## src/rtl/ofmap_pkg.sv

```systemverilog
// Shared types and geometry for the OFMap accumulation controller.
// Optional ReLU on final passes is enabled by defining OFMAP_RELU_EN.
package ofmap_pkg;
  localparam int MAC_COL           = 16;
  localparam int OFMAP_BITWIDTH    = 32;
  localparam int OFMAP_ADDR_BIT    = 10;
  localparam int OFMAP_CHANNEL_NUM = 64;
  localparam int OFMAP_WIDTH       = 14;
  localparam int OFMAP_HEIGHT      = 14;
  localparam int OFMAP_PIXELS      = OFMAP_WIDTH * OFMAP_HEIGHT;
  localparam int ROW_W             = MAC_COL * OFMAP_BITWIDTH;
  localparam int CH_BLKS           = OFMAP_CHANNEL_NUM / MAC_COL;

  typedef enum logic [1:0] {
    IDLE,
    ACCUM,
    FLUSH
  } state_t;

  typedef logic [OFMAP_BITWIDTH-1:0] lane_t;
  typedef logic [ROW_W-1:0]          row_t;
  typedef logic [OFMAP_ADDR_BIT-1:0] addr_t;

  function automatic lane_t lane_of(row_t row, int i);
    return row[i*OFMAP_BITWIDTH +: OFMAP_BITWIDTH];
  endfunction
endpackage

```

## src/rtl/ofmap_accum_controller_psum_lane_adder.sv

```systemverilog
// One psum lane: forwarding mux, modulo add, optional final-pass ReLU.
// ReLU clamp is compiled in only when OFMAP_RELU_EN is defined.
module psum_lane_adder
  import ofmap_pkg::*;
(
  input  logic [OFMAP_BITWIDTH-1:0] psum,
  input  logic [OFMAP_BITWIDTH-1:0] rdata,
  input  logic [OFMAP_BITWIDTH-1:0] fwd_data,
  input  logic                      fwd_sel,
  input  logic                      first_pass,
  input  logic                      last_pass,
  output logic [OFMAP_BITWIDTH-1:0] sum
);
  lane_t prior;
  lane_t raw;

  always_comb begin
    prior = fwd_sel ? fwd_data : rdata;
    raw   = first_pass ? psum : prior + psum;
`ifdef OFMAP_RELU_EN
    sum   = (last_pass && raw[OFMAP_BITWIDTH-1]) ? '0 : raw;
`else
    sum   = raw;
`endif
  end

`ifndef OFMAP_RELU_EN
  logic unused_last;
  assign unused_last = last_pass;
`endif
endmodule

```

## src/rtl/ofmap_accum_controller.sv

```systemverilog
// Read-modify-write accumulator of MAC psum rows into the OFMap SRAM.
// Build with OFMAP_RELU_EN to clamp negative lanes on the last pass.
module ofmap_accum_controller
  import ofmap_pkg::*;
(
  input  logic                      clk,
  input  logic                      rst,
  input  logic                      start_in,
  input  logic                      first_pass_in,
  input  logic                      last_pass_in,
  input  logic [OFMAP_ADDR_BIT-1:0] o_ch_blk_in,
  input  logic                      mac_valid_in,
  input  logic [ROW_W-1:0]          mac_data_in,
  output logic [OFMAP_ADDR_BIT-1:0] ofmap_raddr_out,
  output logic                      ofmap_read_en_out,
  input  logic [ROW_W-1:0]          ofmap_rdata_in,
  output logic [OFMAP_ADDR_BIT-1:0] ofmap_waddr_out,
  output logic                      ofmap_write_en_out,
  output logic [ROW_W-1:0]          ofmap_wdata_out,
  output logic                      busy_out,
  output logic                      pass_done_out,
  output logic                      seq_err_out
);
  state_t state, state_nxt;
  logic   first_q, last_q;
  addr_t  base_q, cnt_q, pix_addr;
  logic   accept, last_pix;

  logic   s1_valid, fwd_q;
  addr_t  s1_addr;
  row_t   s1_psum, fwd_row_q, sum_row;

  assign pix_addr = base_q + cnt_q;
  assign last_pix = (cnt_q == addr_t'(OFMAP_PIXELS - 1));

  always_ff @(posedge clk or posedge rst) begin
    if (rst) state <= IDLE;
    else     state <= state_nxt;
  end

  always_comb begin
    state_nxt = state;
    unique case (state)
      IDLE:    if (start_in) state_nxt = ACCUM;
      ACCUM:   if (accept && last_pix) state_nxt = FLUSH;
      FLUSH:   state_nxt = IDLE;
      default: state_nxt = IDLE;
    endcase
  end

  always_comb begin
    accept        = (state == ACCUM) && mac_valid_in;
    busy_out      = (state != IDLE);
    pass_done_out = (state == FLUSH);
  end

  always_ff @(posedge clk or posedge rst) begin
    if (rst) begin
      first_q <= 1'b0;
      last_q  <= 1'b0;
      base_q  <= '0;
      cnt_q   <= '0;
    end else if (state == IDLE && start_in) begin
      first_q <= first_pass_in;
      last_q  <= last_pass_in;
      base_q  <= addr_t'(o_ch_blk_in * OFMAP_PIXELS);
      cnt_q   <= '0;
    end else if (accept) begin
      cnt_q   <= cnt_q + 1'b1;
    end
  end

  // Same-address back-to-back rows: SRAM read would miss the write in flight
  always_ff @(posedge clk or posedge rst) begin
    if (rst) begin
      s1_valid  <= 1'b0;
      s1_addr   <= '0;
      s1_psum   <= '0;
      fwd_q     <= 1'b0;
      fwd_row_q <= '0;
    end else begin
      s1_valid  <= accept;
      fwd_q     <= accept && s1_valid && (pix_addr == s1_addr);
      fwd_row_q <= ofmap_wdata_out;
      if (accept) begin
        s1_addr <= pix_addr;
        s1_psum <= mac_data_in;
      end
    end
  end

  always_ff @(posedge clk or posedge rst) begin
    if (rst) seq_err_out <= 1'b0;
    else if ((start_in && state != IDLE) ||
             (mac_valid_in && state != ACCUM))
      seq_err_out <= 1'b1;
  end

  for (genvar i = 0; i < MAC_COL; i++) begin : g_lane
    psum_lane_adder u_add (
      .psum       (lane_of(s1_psum, i)),
      .rdata      (lane_of(ofmap_rdata_in, i)),
      .fwd_data   (lane_of(fwd_row_q, i)),
      .fwd_sel    (fwd_q),
      .first_pass (first_q),
      .last_pass  (last_q),
      .sum        (sum_row[i*OFMAP_BITWIDTH +: OFMAP_BITWIDTH])
    );
  end

  assign ofmap_raddr_out    = pix_addr;
  assign ofmap_read_en_out  = accept && !first_q;
  assign ofmap_waddr_out    = s1_addr;
  assign ofmap_write_en_out = s1_valid;
  assign ofmap_wdata_out    = s1_valid ? sum_row : '0;
endmodule

```

## config.mk

```make
export PLATFORM = sky130hd
export DESIGN_NAME = ofmap_accum_controller
export DESIGN_NICKNAME = d
export VERILOG_FILES = /design/src/rtl/ofmap_pkg.sv /design/src/rtl/ofmap_accum_controller_psum_lane_adder.sv /design/src/rtl/ofmap_accum_controller.sv
export SDC_FILE = /design/constraint.sdc
export NUM_CORES = 2
export LEC_CHECK = 0
export BUFFER_PORTS_ARGS = -buffer_cell sky130_fd_sc_hd__buf_4
export CAP_MARGIN = 20
export CORE_AREA = 2 2 619 621
export CTS_CLUSTER_SIZE = 20
export DETAILED_ROUTE_END_ITERATION = 8
export DIE_AREA = 0 0 621 623
export GPL_TIMING_DRIVEN = 0
export SYNTH_ARGS = -nofsm -noshare
export SYNTH_HDL_FRONTEND = slang
export SYNTH_SLANG_ARGS = --single-unit
```

## constraint.sdc

```tcl
create_clock -name clk -period 109 [get_ports clk]
set_input_delay 27.25 -clock clk [delete_from_list [all_inputs] [get_ports clk]]
set_output_delay 27.25 -clock clk [all_outputs]
set_load 0.02 [all_outputs]
```

# Yosys cells after proc, flatten, opt, wreduce, memory -nomap -nowiden
# Cells that the tools add are included.
totals:
  register_bits: 1058
  inputBits: 1040
  out_inout_bits: 537
  elab_cells: 88
op_classes:
  n_addsub: 18
  multipliers: 1
  n_eq_ne: 7
  n_mux: 38
  n_reduce_logical: 14
op_table:
  columns: ["cell", "count"]
  rows:
  - ["$mux W32", 32]
  - ["$add A32 B32 Y32", 16]
  - ["$mux W512", 1]
  - ["$mux W10", 2]
  - ["$add A10 B1 Y10 const B", 1]
  - ["$add A10 B10 Y10", 1]
  - ["$eq A10 B10 Y1", 1]
  - ["$eq A10 B8 Y1 const B", 1]
  - ["$mul A10 B6 Y8 const B", 1]
  - ["$logic_and A1 B1 Y1", 8]
  - ["$mux W2", 2]
  - ["$ne A2 B2 Y1 const B", 2]
  - ["$pmux W2 S2", 1]
  - ["$reduce_bool A2 Y1", 2]
  - ["$eq A2 B1 Y1 const B", 1]
  - ["$eq A2 B2 Y1 const B", 1]
  - ["$logic_not A2 Y1", 1]
  - ["$ne A2 B1 Y1 const B", 1]
  - ["$reduce_and A2 Y1", 1]
  - ["$logic_not A1 Y1", 1]
  - ["$logic_or A1 B1 Y1", 1]

# Logic depth before layout (Yosys ltp)
depth:
  depth_word: 5
  ltp_mapped: 19
  depth_no_buf: 14

# Hierarchy
# Synthesis repeated with hierarchy kept, for this count alone.
hier_totals:
  hier_cells: 9342
  hier_area_um2: 76980.1
by_module_without_submodules:
  columns: ["module", "instances", "cells_per_inst", "area_each_um2", "seq_area_each_um2"]
  rows:
  - ["ofmap_accum_controller", 1, 3462, 37462.2, 26500.4]
  - ["psum_lane_adder (g_lane[13].u_add ...)", 12, 376, 2517.4, 0.0]
  - ["psum_lane_adder (g_lane[0].u_add ...)", 4, 342, 2327.2, 0.0]

# Least setup slack after synthesis
# No wires, ideal clock.
synth_timing:
  path_type: "input port to output port"
  start: "input ofmap_rdata_in[96]"
  end: "output ofmap_wdata_out[124]"
  arrival_ns: 30.375
  t_required_ns: 81.750
  setup_slack_ns: 51.375
  stages: 14
  n_path_buf: 0
  path_cell_list: "mux2_2 > ha_1 > inv_1 > fa_1 > nor2b_4 > o31a_1 > o311a_1 > o41a_1 > a41oi_1 > o21ai_0 > a21o_1 > o221ai_1 > xor2_1 > o21ai_0"
synth_between:
  elab_chain_cells: 4
synth_rtl:
  columns: ["element", "line_no", "text"]
  rows:
  - ["start, declared", "ofmap_accum_controller.sv:16", "input logic [ROW_W-1:0] ofmap_rdata_in,"]
  - ["$mux W32", "ofmap_accum_controller_psum_lane_adder.sv:18", "prior = fwd_sel ? fwd_data : rdata;"]
  - ["$add A32 B32 Y32", "ofmap_accum_controller_psum_lane_adder.sv:19", "raw = first_pass ? psum : prior + psum;"]
  - ["$mux W32", "ofmap_accum_controller_psum_lane_adder.sv:19", null]
  - ["$mux W512", "ofmap_accum_controller.sv:115", "assign ofmap_wdata_out = s1_valid ? sum_row : '0;"]
  - ["end, declared", "ofmap_accum_controller.sv:19", "output logic [ROW_W-1:0] ofmap_wdata_out,"]
# No other way between the ends.

# Final worst setup path
layout_timing:
  start: "input ofmap_rdata_in[256]"
  end: "output ofmap_wdata_out[286]"
# The elaborated chain is that of the path after synthesis.

==> run_results.csv <==
group,metric,value,unit
status,status,"completed",
global_routing,grt_pass1_wl,628,mm
floorplan,die_h,623,um
setup_path,r2r_cells,20,
clocking,clock_latency,870,ps
route,drt-wirelength-per-cell,31.0,um
place,place_congestion,1.05,
setup_path,worstSetupEndpoint,"ofmap_wdata_out[286]",
timing,max_freq,16.8,MHz
floorplan,dieArea,387000,um^2
logic_synthesis,ys.flop_type,"dfrtp_1",
cells_and_area,regArea,26500,um^2
logic_synthesis,yosys.area_share.simple,19.7,%
setup_path,timing.rr.end,"fwd_row_q[286]$_DFF_PP0_",
logic_synthesis,ys_seq_elements,1058,
global_routing,grt-busiest-layer,"met2",
timing,fin_crit,59470,ps
logic_synthesis,synthMuxAreaShare,8.52,%
timing,finalSetupViolCount,0,
timing,worst_slew_pin_slew,1140,ps
place,dpl.hpwl,407,mm
global_routing,grt_antenna_before_repair,196,
clocking,cts_sinks,1058,
floorplan,fp.coreArea,381000,um^2
route,drt-total-wl,479,mm
route,vias,73180,
route,postRouteAntennaNets,0,
clocking,cts_tree,"built",
global_routing,grt.met3_usage,7.21,%
cells_and_area,drive_gt1_share,24.1,%
setup_path,critPathArrivalTime,32220,ps
floorplan,initial_core_util,18.9,%
global_routing,grt_pass1_vias,70363,
logic_synthesis,synth_top_family_by_area,"simple AND/OR/NAND/NOR gates",
setup_path,cp-start-kind,"input port",
worst_hold_path,hold_path.class,"reg2reg",
route,dr.first_iter.drc_count,6543,
timing,slew_headroom,23.9,%
clocking,cts_max_path_buffers,4,
timing,finalCritPeriodShare,54.6,%
setup_path,cp-startpoint,"ofmap_rdata_in[256]",
place,place.port_buffers,1573,
timing,clock_skew,54.9,ps
floorplan,io_pins,1577,
setup_path,reg2reg_from,"fwd_q$_DFF_PP0_",
logic_synthesis,ys_types,87,
global_routing,overflow,0,
pwr,power,0.00160,W
pwr,p_leak,46.4,nW
logic_synthesis,synth_compound_area_share,17.1,%
route,viasPerCell,4.73,
floorplan,fp.dieW,621,um
clocking,cts_made_buffers,147,
logic_synthesis,syn-instance-count,8402,
job,cap_violations,0,
clocking,htreeDepth,4,
clocking,cts-root-buf,"clkbuf_16",
logic_synthesis,synth-edff-count,0,
route,first_pass_iters,6,
timing,final.setup.tns,0,ps
timing,whs,483,ps
clocking,cts_hold_buf,0,
pwr,powerDensity,16.5,nW/um^2
logic_synthesis,ys_seq_area_share,36.7,%
cells_and_area,fillCellCount,41595,
cells_and_area,multiInputGateArea,43400,um^2
cells_and_area,fin_util,25.5,%
cells_and_area,nets,11760,
timing,hold_violations,0,
logic_synthesis,netlist_area,72100,um^2
setup_path,crit_type,"in2out",
global_routing,grt_use_met1,27.4,%
global_routing,met2_usage,37.5,%
logic_synthesis,async_flop_share,100,%
cells_and_area,most-common-layout-cells,"2,215 x nand2_1, 1,577 x buf_4, 1,058 x dfrtp_1",
clocking,ctsResizeCount,0,
cells_and_area,layout_commonest_cell,"nand2_1",
logic_synthesis,yosys.area_share.xor_xnor,5.58,%
logic_synthesis,yosysWarnings,0,
setup_path,crit_fanout,4,
setup_path,r2r_setup_slack,100500,ps
route,route.detailed.drc,0,
setup_path,worstPathRequired,81750,ps
logic_synthesis,synth_adder_area_share,9.37,%
logic_synthesis,syn_area_per_cell,8.58,um^2
place,dp_cells,15080,
clocking,post_cts_buffers,0,
logic_synthesis,synth_nets,9971,
timing,slew_viol_final,0,
global_routing,grt.total_usage,23.8,%
pwr,ir_drop,10.5,uV
setup_path,worst_setup_path_end_kind,"primary output",
cells_and_area,fin_cells,15459,
clocking,clkSlewWorstSetupHoldPaths,60,ps
global_routing,grt_max_degree,121,
timing,rsz0062_at_grt,"false",
cells_and_area,synthToLayoutAreaGrowth,34.5,%
floorplan,num_rows,227,
## cells in the mapped netlist, types with 13 or more instances
cell type / instances / area [um^2]
nor3_1: 73 / 365
clkbuf_1: 386 / 1450
nand2_1: 2215 / 8310
ha_1: 511 / 6390
xnor2_1: 236 / 2070
and2_1: 259 / 1620
fa_1: 18 / 360
a221oi_1: 17 / 149
nand3_1: 105 / 526
mux2i_1: 59 / 591
o31ai_1: 32 / 240
a221o_1: 14 / 140
o21a_1: 57 / 428
a211o_1: 18 / 158
xor2_1: 223 / 1950
inv_1: 151 / 567
dfrtp_1: 1058 / 26500
nor4_1: 14 / 87.6
nand4_1: 83 / 519
or3_1: 25 / 156
a21oi_1: 429 / 2150
and3_1: 42 / 263
a21o_1: 308 / 2310
o41ai_1: 16 / 140
o21bai_1: 65 / 488
nand2b_1: 52 / 325
o211ai_1: 26 / 195
a211oi_1: 59 / 443
o21ai_1: 19 / 95.1
o31a_1: 18 / 158
o21ai_0: 663 / 3320
a21boi_0: 31 / 233
buf_1: 38 / 143
a41oi_1: 13 / 114
a31oi_1: 49 / 307
nor2_1: 233 / 875
and4_1: 15 / 131
nor2b_1: 91 / 569
mux2_2: 493 / 5550
## stage by stage
stage | setup slack (ps) | cell area (um^2)
floorplan | 51380 | 72100
CTS | 49500 | 96600
global placement | 36310 | 90200
detailed placement | 49530 | 91700
global route | 49430 | 96900
finish | 49530 | 97000
## how the worst min path moves through the flow
| stage | to | depth (start not counted) | startpoint | slack (ps) |
|---|---|---|---|---|
| after detailed placement | seq_err_out$_DFFE_PP0P_ | 1 | seq_err_out$_DFFE_PP0P_ | 470 |
| final | seq_err_out$_DFFE_PP0P_ | 1 | seq_err_out$_DFFE_PP0P_ | 480 |
| after global routing | seq_err_out$_DFFE_PP0P_ | 1 | seq_err_out$_DFFE_PP0P_ | 500 |
| after global placement | seq_err_out$_DFFE_PP0P_ | 1 | seq_err_out$_DFFE_PP0P_ | 450 |
| after floorplan | state[0]$_DFFE_PP0P_ | 1 | state[1]$_DFFE_PP0P_ | 450 |
| after CTS | seq_err_out$_DFFE_PP0P_ | 1 | seq_err_out$_DFFE_PP0P_ | 480 |
## state kept, by name, summed over array words and instances (netlist names)
name,count
seq_err_out,1
ofmap_waddr_out,10
ofmap_write_en_out,1
state,2
first_q,1
fwd_row_q,512
s1_psum,512
fwd_q,1
base_q,8
cnt_q,10
## layer usage
layer | vias up | share of wire [%]
li1 | 32882 | -
met1 | 36178 | 38
met2 | 3168 | 45
met3 | 906 | 8.9
met4 | 46 | 8.0
met5 | - | 0.090
## kinds of logic after synthesis
group	Yosys count
mux	552
xor+xnor	459
simple gates	3260
compound gates	1963
flops	1058
fa+ha+maj	529
buf+inv	581
## power by group
group | leakage [nW] | switching [W] | internal [W]
clock network | 2.39 | 0.000215 | 0.000303
registers | 13.4 | 0.0000314 | 0.000443
logic | 30.6 | 0.000391 | 0.000215
## layout make-up
| type | count | area share, % |
|---|---|---|
| multi-input cells | 6763 | 44.8 |
| flip-flops and latches | 1058 | 27.3 |
| repair buffers | 1640 | 13.6 |
| well taps | 5038 | 6.50 |
| clock buffers | 194 | 4.26 |
| plain buffers | 429 | 1.76 |
| clock inverters | 62 | 0.831 |
| inverters | 152 | 0.596 |
| diodes | 123 | 0.317 |
## critical path: stages
cell and delay, ps:
buf_4 110, mux2_2 260, ha_1 200, inv_1 80, fa_1 230, nor2b_1 70
o31ai_1 780, a21oi_1 280, a221oi_2 510, o21ai_1 270, a22o_1 360, o41ai_2 390
o21ai_0 230, xnor2_1 190, o21ai_0 670, buf_4 320
No activity file was read; power rests on OpenSTA's default activity.
